$ cat src/rtl/instr_ctrl_pkg.sv
// Shared types for the multi-cycle instruction controller: opcodes, FSM states,
// instruction classes and the IR field positions.
package instr_ctrl_pkg;

  typedef enum logic [3:0] {
    OP_NOP  = 4'h0,
    OP_ADD  = 4'h1,
    OP_SUB  = 4'h2,
    OP_AND  = 4'h3,
    OP_ORR  = 4'h4,
    OP_MOV  = 4'h5,
    OP_MUL  = 4'h6,
    OP_LDR  = 4'h7,
    OP_STR  = 4'h8,
    OP_B    = 4'h9,
    OP_BEQ  = 4'hA,
    OP_RSVB = 4'hB,
    OP_RSVC = 4'hC,
    OP_RSVD = 4'hD,
    OP_RSVE = 4'hE,
    OP_HALT = 4'hF
  } opcode_t;

  typedef enum logic [2:0] {
    S_FETCH  = 3'd0,
    S_DECODE = 3'd1,
    S_EXEC   = 3'd2,
    S_MEM    = 3'd3,
    S_WB     = 3'd4,
    S_HALT   = 3'd5
  } state_t;

  typedef enum logic [2:0] {
    CL_NOP  = 3'd0,
    CL_ALU  = 3'd1,
    CL_LDR  = 3'd2,
    CL_STR  = 3'd3,
    CL_BR   = 3'd4,
    CL_BEQ  = 3'd5,
    CL_HALT = 3'd6
  } iclass_t;

  localparam int OP_HI  = 31;
  localparam int OP_LO  = 28;
  localparam int RD_HI  = 27;
  localparam int RD_LO  = 24;
  localparam int RN_HI  = 23;
  localparam int RN_LO  = 20;
  localparam int RM_HI  = 19;
  localparam int RM_LO  = 16;
  localparam int RS_HI  = 15;
  localparam int RS_LO  = 12;
  localparam int IMM_HI = 3;
  localparam int IMM_LO = 0;

  typedef struct packed {
    state_t      state;
    logic        z;
    logic        illegal;
    logic [31:0] ir;
  } dbg_t;

endpackage

$ cat src/rtl/instr_ctrl_if.sv
// Operand/writeback bus between the controller (master) and the register
// file / IMEM / ALU side (slave).
interface instr_ctrl_if;

  logic [31:0] IMEM_instr;
  logic [3:0]  PC_out;
  logic        ALU_Z;
  logic [3:0]  IR_ARn;
  logic [3:0]  IR_ARs;
  logic [3:0]  IR_ARm;
  logic [3:0]  mux_ARd_or_15;
  logic        CNTRL_write_en_ARd;
  logic [3:0]  PC_next;
  logic [3:0]  CNTRL_ALU_op;
  logic        CNTRL_sel_DMEM;
  logic        CNTRL_DMEM_we;
  logic        halted;
  logic        illegal;

  // No valid/ready pair: the bus runs on a fixed per-state schedule and the
  // write enable / DMEM strobe are the only qualifiers; addresses are valid
  // from DECODE through WB and the slave must accept every strobe it sees.
  modport master (
    input  IMEM_instr, PC_out, ALU_Z,
    output IR_ARn, IR_ARs, IR_ARm, mux_ARd_or_15, CNTRL_write_en_ARd,
           PC_next, CNTRL_ALU_op, CNTRL_sel_DMEM, CNTRL_DMEM_we, halted, illegal
  );

  modport slave (
    output IMEM_instr, PC_out, ALU_Z,
    input  IR_ARn, IR_ARs, IR_ARm, mux_ARd_or_15, CNTRL_write_en_ARd,
           PC_next, CNTRL_ALU_op, CNTRL_sel_DMEM, CNTRL_DMEM_we, halted, illegal
  );

endinterface

$ cat src/rtl/instr_decode.sv
// Combinational opcode decode: instruction class, legality, ALU operation and
// whether the instruction updates the Z flag.
module instr_decode
  import instr_ctrl_pkg::*;
(
  input  logic [3:0] op,
  output iclass_t    iclass,
  output logic       legal,
  output logic [3:0] alu_op,
  output logic       z_update
);

  always_comb begin
    iclass   = CL_NOP;
    legal    = 1'b1;
    z_update = 1'b0;
    alu_op   = op;
    case (opcode_t'(op))
      OP_NOP: iclass = CL_NOP;
      OP_ADD, OP_SUB, OP_AND, OP_ORR, OP_MOV, OP_MUL: begin
        iclass   = CL_ALU;
        z_update = 1'b1;
      end
      OP_LDR:  iclass = CL_LDR;
      OP_STR:  iclass = CL_STR;
      OP_B:    iclass = CL_BR;
      OP_BEQ:  iclass = CL_BEQ;
      OP_HALT: iclass = CL_HALT;
      // Reserved opcodes run as NOP; the caller records them as illegal.
      default: legal = 1'b0;
    endcase
  end

endmodule

$ cat src/rtl/instr_ctrl.sv
// Multi-cycle FETCH/DECODE/EXEC/MEM/WB controller: owns IR, Z and the sticky
// status flags and drives all register-file addressing and PC_next.
module instr_ctrl
  import instr_ctrl_pkg::*;
(
  input  logic        CLOCK_50,
  input  logic        RESET_N,
  instr_ctrl_if.master bus,
  output dbg_t        dbg
);

  state_t      state;
  logic [31:0] ir;
  logic        z_flag;
  logic        illegal_q;

  iclass_t     iclass;
  logic        legal;
  logic [3:0]  alu_op;
  logic        z_update;
  logic [3:0]  imm;
  logic [3:0]  pc_next;

  instr_decode u_decode (
    .op       (ir[OP_HI:OP_LO]),
    .iclass   (iclass),
    .legal    (legal),
    .alu_op   (alu_op),
    .z_update (z_update)
  );

  assign imm = ir[IMM_HI:IMM_LO];

  always_ff @(posedge CLOCK_50) begin
    if (!RESET_N) begin
      state     <= S_FETCH;
      ir        <= '0;
      z_flag    <= 1'b0;
      illegal_q <= 1'b0;
    end else begin
      case (state)
        S_FETCH: begin
          ir    <= bus.IMEM_instr;
          state <= S_DECODE;
        end
        S_DECODE: begin
          if (!legal) begin
            illegal_q <= 1'b1;
            state     <= S_FETCH;
          end else begin
            case (iclass)
              CL_NOP:  state <= S_FETCH;
              CL_HALT: state <= S_HALT;
              default: state <= S_EXEC;
            endcase
          end
        end
        S_EXEC: begin
          case (iclass)
            CL_LDR, CL_STR: state <= S_MEM;
            CL_ALU:         state <= S_WB;
            default:        state <= S_FETCH;
          endcase
        end
        S_MEM: state <= (iclass == CL_LDR) ? S_WB : S_FETCH;
        S_WB: begin
          if (z_update) z_flag <= bus.ALU_Z;
          state <= S_FETCH;
        end
        S_HALT:  state <= S_HALT;
        default: state <= S_FETCH;
      endcase
    end
  end

  // Reset is folded into the outputs so an aborted WB or MEM cycle never
  // commits, and R15 is loaded with 0 while reset is held.
  always_comb begin
    pc_next = bus.PC_out;
    if (!RESET_N) begin
      pc_next = 4'd0;
    end else begin
      case (state)
        S_FETCH: pc_next = bus.PC_out + 4'd1;
        S_EXEC: begin
          if (iclass == CL_BR) pc_next = imm;
          else if (iclass == CL_BEQ) pc_next = z_flag ? imm : bus.PC_out;
        end
        default: pc_next = bus.PC_out;
      endcase
    end
  end

  assign bus.IR_ARn             = ir[RN_HI:RN_LO];
  assign bus.IR_ARs             = ir[RS_HI:RS_LO];
  assign bus.IR_ARm             = ir[RM_HI:RM_LO];
  assign bus.mux_ARd_or_15      = ir[RD_HI:RD_LO];
  assign bus.CNTRL_ALU_op       = alu_op;
  assign bus.PC_next            = pc_next;
  assign bus.CNTRL_write_en_ARd = RESET_N && (state == S_WB);
  assign bus.CNTRL_DMEM_we      = RESET_N && (state == S_MEM) && (iclass == CL_STR);
  assign bus.CNTRL_sel_DMEM     = (state == S_WB) && (iclass == CL_LDR);
  assign bus.halted             = RESET_N && (state == S_HALT);
  assign bus.illegal            = illegal_q;

  assign dbg.state   = state;
  assign dbg.z       = z_flag;
  assign dbg.illegal = illegal_q;
  assign dbg.ir      = ir;

endmodule

$ cat src/flat_wrapper.sv
// flat-port wrapper written by rule: the top's interface ports become plain ports
module instr_ctrl_flat import instr_ctrl_pkg::*;
  (CLOCK_50, RESET_N, dbg, bus_IMEM_instr, bus_PC_out, bus_ALU_Z, bus_IR_ARn, bus_IR_ARs, bus_IR_ARm, bus_mux_ARd_or_15, bus_CNTRL_write_en_ARd, bus_PC_next, bus_CNTRL_ALU_op, bus_CNTRL_sel_DMEM, bus_CNTRL_DMEM_we, bus_halted, bus_illegal);
  instr_ctrl_if bus_i ();
  input  logic CLOCK_50;
  input  logic RESET_N;
  output dbg_t dbg;
  input wire logic [$bits(bus_i.IMEM_instr)-1:0] bus_IMEM_instr;
  input wire logic [$bits(bus_i.PC_out)-1:0] bus_PC_out;
  input wire logic [$bits(bus_i.ALU_Z)-1:0] bus_ALU_Z;
  output wire logic [$bits(bus_i.IR_ARn)-1:0] bus_IR_ARn;
  output wire logic [$bits(bus_i.IR_ARs)-1:0] bus_IR_ARs;
  output wire logic [$bits(bus_i.IR_ARm)-1:0] bus_IR_ARm;
  output wire logic [$bits(bus_i.mux_ARd_or_15)-1:0] bus_mux_ARd_or_15;
  output wire logic [$bits(bus_i.CNTRL_write_en_ARd)-1:0] bus_CNTRL_write_en_ARd;
  output wire logic [$bits(bus_i.PC_next)-1:0] bus_PC_next;
  output wire logic [$bits(bus_i.CNTRL_ALU_op)-1:0] bus_CNTRL_ALU_op;
  output wire logic [$bits(bus_i.CNTRL_sel_DMEM)-1:0] bus_CNTRL_sel_DMEM;
  output wire logic [$bits(bus_i.CNTRL_DMEM_we)-1:0] bus_CNTRL_DMEM_we;
  output wire logic [$bits(bus_i.halted)-1:0] bus_halted;
  output wire logic [$bits(bus_i.illegal)-1:0] bus_illegal;
  assign bus_i.IMEM_instr = bus_IMEM_instr;
  assign bus_i.PC_out = bus_PC_out;
  assign bus_i.ALU_Z = bus_ALU_Z;
  assign bus_IR_ARn = bus_i.IR_ARn;
  assign bus_IR_ARs = bus_i.IR_ARs;
  assign bus_IR_ARm = bus_i.IR_ARm;
  assign bus_mux_ARd_or_15 = bus_i.mux_ARd_or_15;
  assign bus_CNTRL_write_en_ARd = bus_i.CNTRL_write_en_ARd;
  assign bus_PC_next = bus_i.PC_next;
  assign bus_CNTRL_ALU_op = bus_i.CNTRL_ALU_op;
  assign bus_CNTRL_sel_DMEM = bus_i.CNTRL_sel_DMEM;
  assign bus_CNTRL_DMEM_we = bus_i.CNTRL_DMEM_we;
  assign bus_halted = bus_i.halted;
  assign bus_illegal = bus_i.illegal;
  instr_ctrl u_core (.CLOCK_50(CLOCK_50), .RESET_N(RESET_N), .bus(bus_i), .dbg(dbg));
endmodule
$ cat config.mk
export PLATFORM = sky130hd
export DESIGN_NAME = instr_ctrl_flat
export DESIGN_NICKNAME = d
export VERILOG_FILES = /design/src/rtl/instr_ctrl_pkg.sv /design/src/rtl/instr_ctrl_if.sv /design/src/rtl/instr_decode.sv /design/src/rtl/instr_ctrl.sv /design/src/flat_wrapper.sv
export SDC_FILE = /design/constraint.sdc
export NUM_CORES = 1
export LEC_CHECK = 0
export CAP_MARGIN = 40
export CORE_ASPECT_RATIO = 1.4
export CORE_UTILIZATION = 40
export CTS_BUF_LIST = sky130_fd_sc_hd__clkbuf_4 sky130_fd_sc_hd__clkbuf_8
export DETAILED_ROUTE_END_ITERATION = 10
export GPL_TIMING_DRIVEN = 0
export PLACE_DENSITY = 0.81
export SYNTH_ARGS = -nofsm -noshare
export SYNTH_HDL_FRONTEND = slang
export SYNTH_SLANG_ARGS = --single-unit
$ cat constraint.sdc
create_clock -name CLOCK_50 -period 1.39 [get_ports CLOCK_50]
set_input_delay 0.139 -clock CLOCK_50 [delete_from_list [all_inputs] [get_ports CLOCK_50]]
set_output_delay 0.139 -clock CLOCK_50 [all_outputs]
set_load 0.01 [all_outputs]
======== Word-level counts from Yosys, hierarchy flattened ========
Cells that the tools add are included.
word-level totals
  register bits ........................... 37
  output and inout bits ................... 66
  ROM bits ................................ 0
  memories kept ........................... 0
  input bits .............................. 39
  bits in latches ......................... 0
  memory bits (writable) .................. 0
operators by class
  bitwise logic cells ..................... 1
  $mul .................................... 0
  muxes and demuxes ....................... 13
  $add $sub $neg .......................... 1
  equal/unequal tests ..................... 22
  divide/modulo/power cells ............... 0
  shifts and indexed selects .............. 0
  reduce and logical (&&, ||, !) cells .... 13
  order comparisons ....................... 0
operator list
  cell                                                              number
  3-bit case mux with 6 select lines                                1
  4-bit by 3-bit == test with 1-bit output (second input constant)  4
  4-bit == test (second input constant)                             4
  4-bit 2-to-1 mux                                                  4
  3-bit == test (second input constant)                             5
  3-bit case mux with 5 select lines                                1
  3-bit by 2-bit == test with 1-bit output (second input constant)  4
  3-bit case mux with 2 select lines                                2
  12-bit OR reduction                                               1
  4-bit by 2-bit == test with 1-bit output (second input constant)  2
  4-bit case mux with 2 select lines                                1
  3-bit by 1-bit == test with 1-bit output (second input constant)  2
  3-bit logical NOT                                                 2
  3-bit 2-to-1 mux                                                  2
  6-bit OR reduction                                                1
  1-bit logical AND                                                 5
  4-bit by 1-bit adder with 4-bit output (second input constant)    1
  4-bit by 1-bit == test with 1-bit output (second input constant)  1
  4-bit logical NOT                                                 1
  2-bit AND reduction                                               2
  1-bit 2-to-1 mux                                                  2
  2-bit OR reduction                                                1
  1-bit inverter                                                    1

======== Longest topological paths before layout ========
  word-level depth ........................ 8
  gate-level depth with buffers ........... 6
  gate-level depth less buffers ........... 5

======== Modules after synthesis ========
A second synthesis with hierarchy kept.
second synthesis, totals
  cell total of the unflattened synthesis .. 255
  area, all modules ....................... 1,963.1 um^2
by module, submodules not included
  module        cells each  seq. area each (um^2)  times used  area an instance (um^2)
  instr_ctrl    235         740.7                  1           1,818.0
  instr_decode  20          0.0                    1           145.1

======== Worst setup path after synthesis ========
No wires, ideal clock.
  path kind ............................... reg2out
  start point ............................. register u_core.ir[28]
  end point ............................... output bus_PC_next[3]
  cell stages (with the launch flop) ...... 5
  setup slack ............................. -0.135 ns
  buffers on the path ..................... 0
  arrival ................................. 1.386 ns
  data required time ...................... 1.251 ns
  path through ............................ dfxtp_1 > nand3b_1 > a21oi_1 > o21ai_0 > a221oi_1
on the way
  cells in the longest elaborated chain, start to end .. 8
ends and longest elaborated chain
  what                                                                    line                text
  from (decl)                                                             instr_ctrl.sv:13    logic [31:0] ir;
  from (signal assigned)                                                  instr_ctrl.sv:43    ir <= bus.IMEM_instr;
  4-bit by 1-bit == test with 1-bit output, or another cell as far along  instr_decode.sv:18  case (opcode_t'(op))
  6-bit OR reduction                                                      instr_decode.sv:18
  3-bit case mux with 6 select lines *                                    instr_decode.sv:18
  3-bit == test                                                           instr_ctrl.sv:87    else if (iclass == CL_BEQ) pc_next = z_flag ? imm : bus.PC_out;
  4-bit 2-to-1 mux                                                        instr_ctrl.sv:87
  4-bit 2-to-1 mux *                                                      instr_ctrl.sv:86    if (iclass == CL_BR) pc_next = imm;
  4-bit case mux with 2 select lines *                                    instr_ctrl.sv:83    case (state)
  4-bit 2-to-1 mux *                                                      instr_ctrl.sv:80    if (!RESET_N) begin
  to (decl)                                                               flat_wrapper.sv:16  output wire logic [$bits(bus_i.PC_next)-1:0] bus_PC_next;
Every way passes the cells marked *; elsewhere a longest branch is shown, timed or not.

======== Worst setup path in the final report ========
  start point ............................. register u_core.ir[28]
  end point ............................... output bus_PC_next[1]
The elaborated chain is that of the path after synthesis.

==> Implementation_results.wiki <==
{| class="wikitable"
! Metric !! Value
|-
| Status || finished, violations left
|-
| Violated checks || setup timing
|-
| Power density over cell area || 988 nW/um2
|-
| Placement Setup Slack || -790 ps
|-
| Total placed instance area || 3030 um2
|-
| Worst reg2reg path depth || 4
|-
| Number of buffers on the longest clock path || 2
|-
| Starting density of the core || 41.8%
|-
| Required time of the critical path || 1250 ps
|-
| Via density per instance || 5.02
|-
| Layout cell share with drive strength beyond 1 || 31.3%
|-
| Timing-limited maximum frequency || 0.499 GHz
|-
| Sequential fraction of the synthesis area || 39.1%
|-
| Estimated wirelength of the detail-placed design || 4220 um
|-
| Crit path arrival time || 1870 ps
|-
| Root Buffer Master || sky130_fd_sc_hd__clkbuf_8
|-
| Final standard cell area without fillers || 3470 um2
|-
| Setup violations, final || 10
|-
| Endpoints failing hold || 0
|-
| Number of placement rows || 29
|-
| Aggregate routed wire length || 6600 um
|-
| Number of distinct standard cells referenced by the synthesized netlist || 43
|-
| Portion of the clock cycle consumed by the worst path in the final layout || 144%
|-
| Class of the worst hold path || input port to flop
|-
| Routed length per instance || 14.8 um
|-
| Non-filler instance count after layout || 446
|-
| Number of flops mapped to enable cells by yosys || 0
|-
| Sink count of the clock tree || 37
|-
| Congestion Overflow GR || 0
|-
| Post-synthesis register bit count || 37
|-
| Post-layout worst setup margin || -616 ps
|-
| Post-route DRC violation count || 0
|-
| Top FF cell, synth || sky130_fd_sc_hd__dfxtp_1
|-
| Core Area || 4540 um2
|-
| H-tree levels || 2
|-
| Antenna diodes || 0
|-
| Number of antenna violations at the first check in global routing || 0
|-
| Worst hold path stage count || 3
|-
| Crit end category || output pin
|-
| Final ANT Viol Nets || 0
|-
| Number of slew-limit violations in the final report || 0
|-
| Total Die Area || 5020 um2
|-
| Final Wtd Congestion || 0.884
|-
| Number of buffers inserted for hold repair after clock tree synthesis || 0
|-
| Startpoint class of the critical path || flop
|-
| Count of max-cap constraint violations || 0
|-
| Floorplan die width || 60.2 um
|-
| Overall Power || 3.43 mW
|-
| Least-Margin Pin Slew || 460 ps
|-
| Slew margin rel. || 69.3%
|-
| Worst-skew pair later-pin latency || 300 ps
|-
| Vertical extent of the die || 83.5 um
|-
| Static leakage || 1.56 nW
|-
| Net count of the mapped netlist || 291
|-
| Post-layout nets || 423
|-
| Minimum hold slack || 250 ps
|-
| Post-route minimum period || 2010 ps
|-
| Gr usage total || 25.2%
|-
| RSZ-0062 raised after global routing || yes
|-
| Total negative setup slack || -2820 ps
|-
| Combined area of all synthesized cells || 1900 um2
|-
| Synth Warn # || 0
|-
| Post-placement cell count || 416
|-
| I/O Buffers || 103
|-
| Average cell area after synthesis || 7.55 um2
|-
| Clock Pin Slew Worst Setup and Hold Paths || 80 ps
|-
| Detailed-router iteration count before antenna repair || 4
|-
| Pin count of the biggest net entering global routing || 12
|-
| Worst IR Drop VDD || 0.760 mV
|-
| CTS tree || yes
|-
| Clock tree skew after final layout || 11.2 ps
|-
| Worst Setup Path Type || flop to output pin
|-
| Final standard cell utilization of the core || 76.5%
|-
| Largest fanout of any net on the critical path || 4
|-
| First-pass GRT wire length || 9690 um
|-
| Cell count after synthesis || 251
|-
| Via count || 2237
|-
| Number of CTS-inserted buffers || 5
|-
| DR iter-0 viols || 157
|-
| Top Ports || 105
|-
| Vias in the first global route || 2079
|-
| P&R area growth vs syn || 83.1%
|-
| Share of flip-flops with an asynchronous set or reset || 0%
|}
state kept, by name, summed over array words and instances, names as in the netlist:
signal              cells
u_core.bus.illegal      1
u_core.ir              32
u_core.state            3
u_core.z_flag           1
cells by family after synthesis:
family	Yosys count	synth area share [%]
simple gates	107	25.5
compound gates	57	18.0
buf+inv	43	13.6
flops	37	39.1
mux	4	2.18
xor+xnor	2	0.924
fa+ha+maj	1	0.660
layout make-up:
class | instances | area (um2)
Buffer | 39 | 290
Clock buffer | 6 | 76.3
Clock inverter | 2 | 10.0
Fill cell | 312 | 1060
Inverter | 4 | 15.0
Multi-Input combinational cell | 171 | 1050
Sequential cell | 37 | 778
Tap cell | 62 | 77.6
Timing Repair Buffer | 125 | 1170
power by group:
part           leakage [nW]  total (mW)  internal (mW)  switching [mW]
clock network        0.0484       0.757          0.367           0.390
registers             0.314        1.29           1.18           0.104
logic                  1.20        1.39          0.746           0.639
total                  1.56        3.43           2.29            1.13
synth_stat cells, drive strengths merged (2+ instances only):
cell    instances  area, um2
a221oi          2       17.5
a21oi          36        180
buf            33        220
nand3           3       15.0
o22ai           4       25.0
nor2           10       45.0
nand2b          3       26.3
xnor2           2       17.5
clkbuf          6       22.5
dfxtp          37        741
nor3            3       20.0
o221ai          2       17.5
nor4            3       18.8
inv             3       11.3
o21ai           5       25.0
mux2i           3       30.0
nand2          74        280
a41oi           2       17.5
or3             2       12.5
routing by layer:
layer | up-vias | part of all wire, % | global-route usage, %
li1 | 1094 | - | -
met1 | 1034 | 38 | 28.2
met2 | 95 | 55 | 44.0
met3 | 14 | 5.2 | 5.12
met4 | 0 | 2.6 | 11.2
met5 | - | 0 | 0
path summary, 6_finish.rpt:
kind | from | end | slack [ps]
worst min-delay path | RESET_N | u_core.z_flag$_SDFFE_PN0P_ | 250
worst max-delay path | u_core.ir[28]$_SDFFE_PN0P_ | bus_PC_next[1] | -620
worst max register to register | u_core.state[0]$_SDFF_PN0_ | u_core.z_flag$_SDFFE_PN0P_ | -80
worst min register to register | u_core.ir[7]$_SDFFE_PN0P_ | u_core.ir[7]$_SDFFE_PN0P_ | 450
worst max-delay path, stage by stage, from the launching register on:
cell	delay (ps)
sky130_fd_sc_hd__dfxtp_4	360
sky130_fd_sc_hd__nand3b_1	300
sky130_fd_sc_hd__a2111oi_4	400
sky130_fd_sc_hd__mux2i_1	260
sky130_fd_sc_hd__o22ai_2	90
sky130_fd_sc_hd__buf_2	150
layout by cell type (no fill, tap or decap), types with 4 or more instances in the layout:
master                             n
sky130_fd_sc_hd__a21oi_1          35
sky130_fd_sc_hd__buf_2            10
sky130_fd_sc_hd__buf_4            39
sky130_fd_sc_hd__buf_6             9
sky130_fd_sc_hd__clkbuf_1          4
sky130_fd_sc_hd__clkbuf_4          4
sky130_fd_sc_hd__clkbuf_8          5
sky130_fd_sc_hd__clkdlybuf4s50_1  66
sky130_fd_sc_hd__dfxtp_1          19
sky130_fd_sc_hd__dfxtp_2          12
sky130_fd_sc_hd__dfxtp_4           6
sky130_fd_sc_hd__dlygate4sd2_1    23
sky130_fd_sc_hd__dlymetal6s2s_1    4
sky130_fd_sc_hd__nand2_1          71
sky130_fd_sc_hd__nor2_1            8
what timing repair did:
item,4_1_cts,5_1_grt
resized for setup,99,35
gates cloned,0,1
pin swaps,9,12
buffers inserted,12,9
setup endpoints to repair,66,46
(Power assumes the default switching activity.)
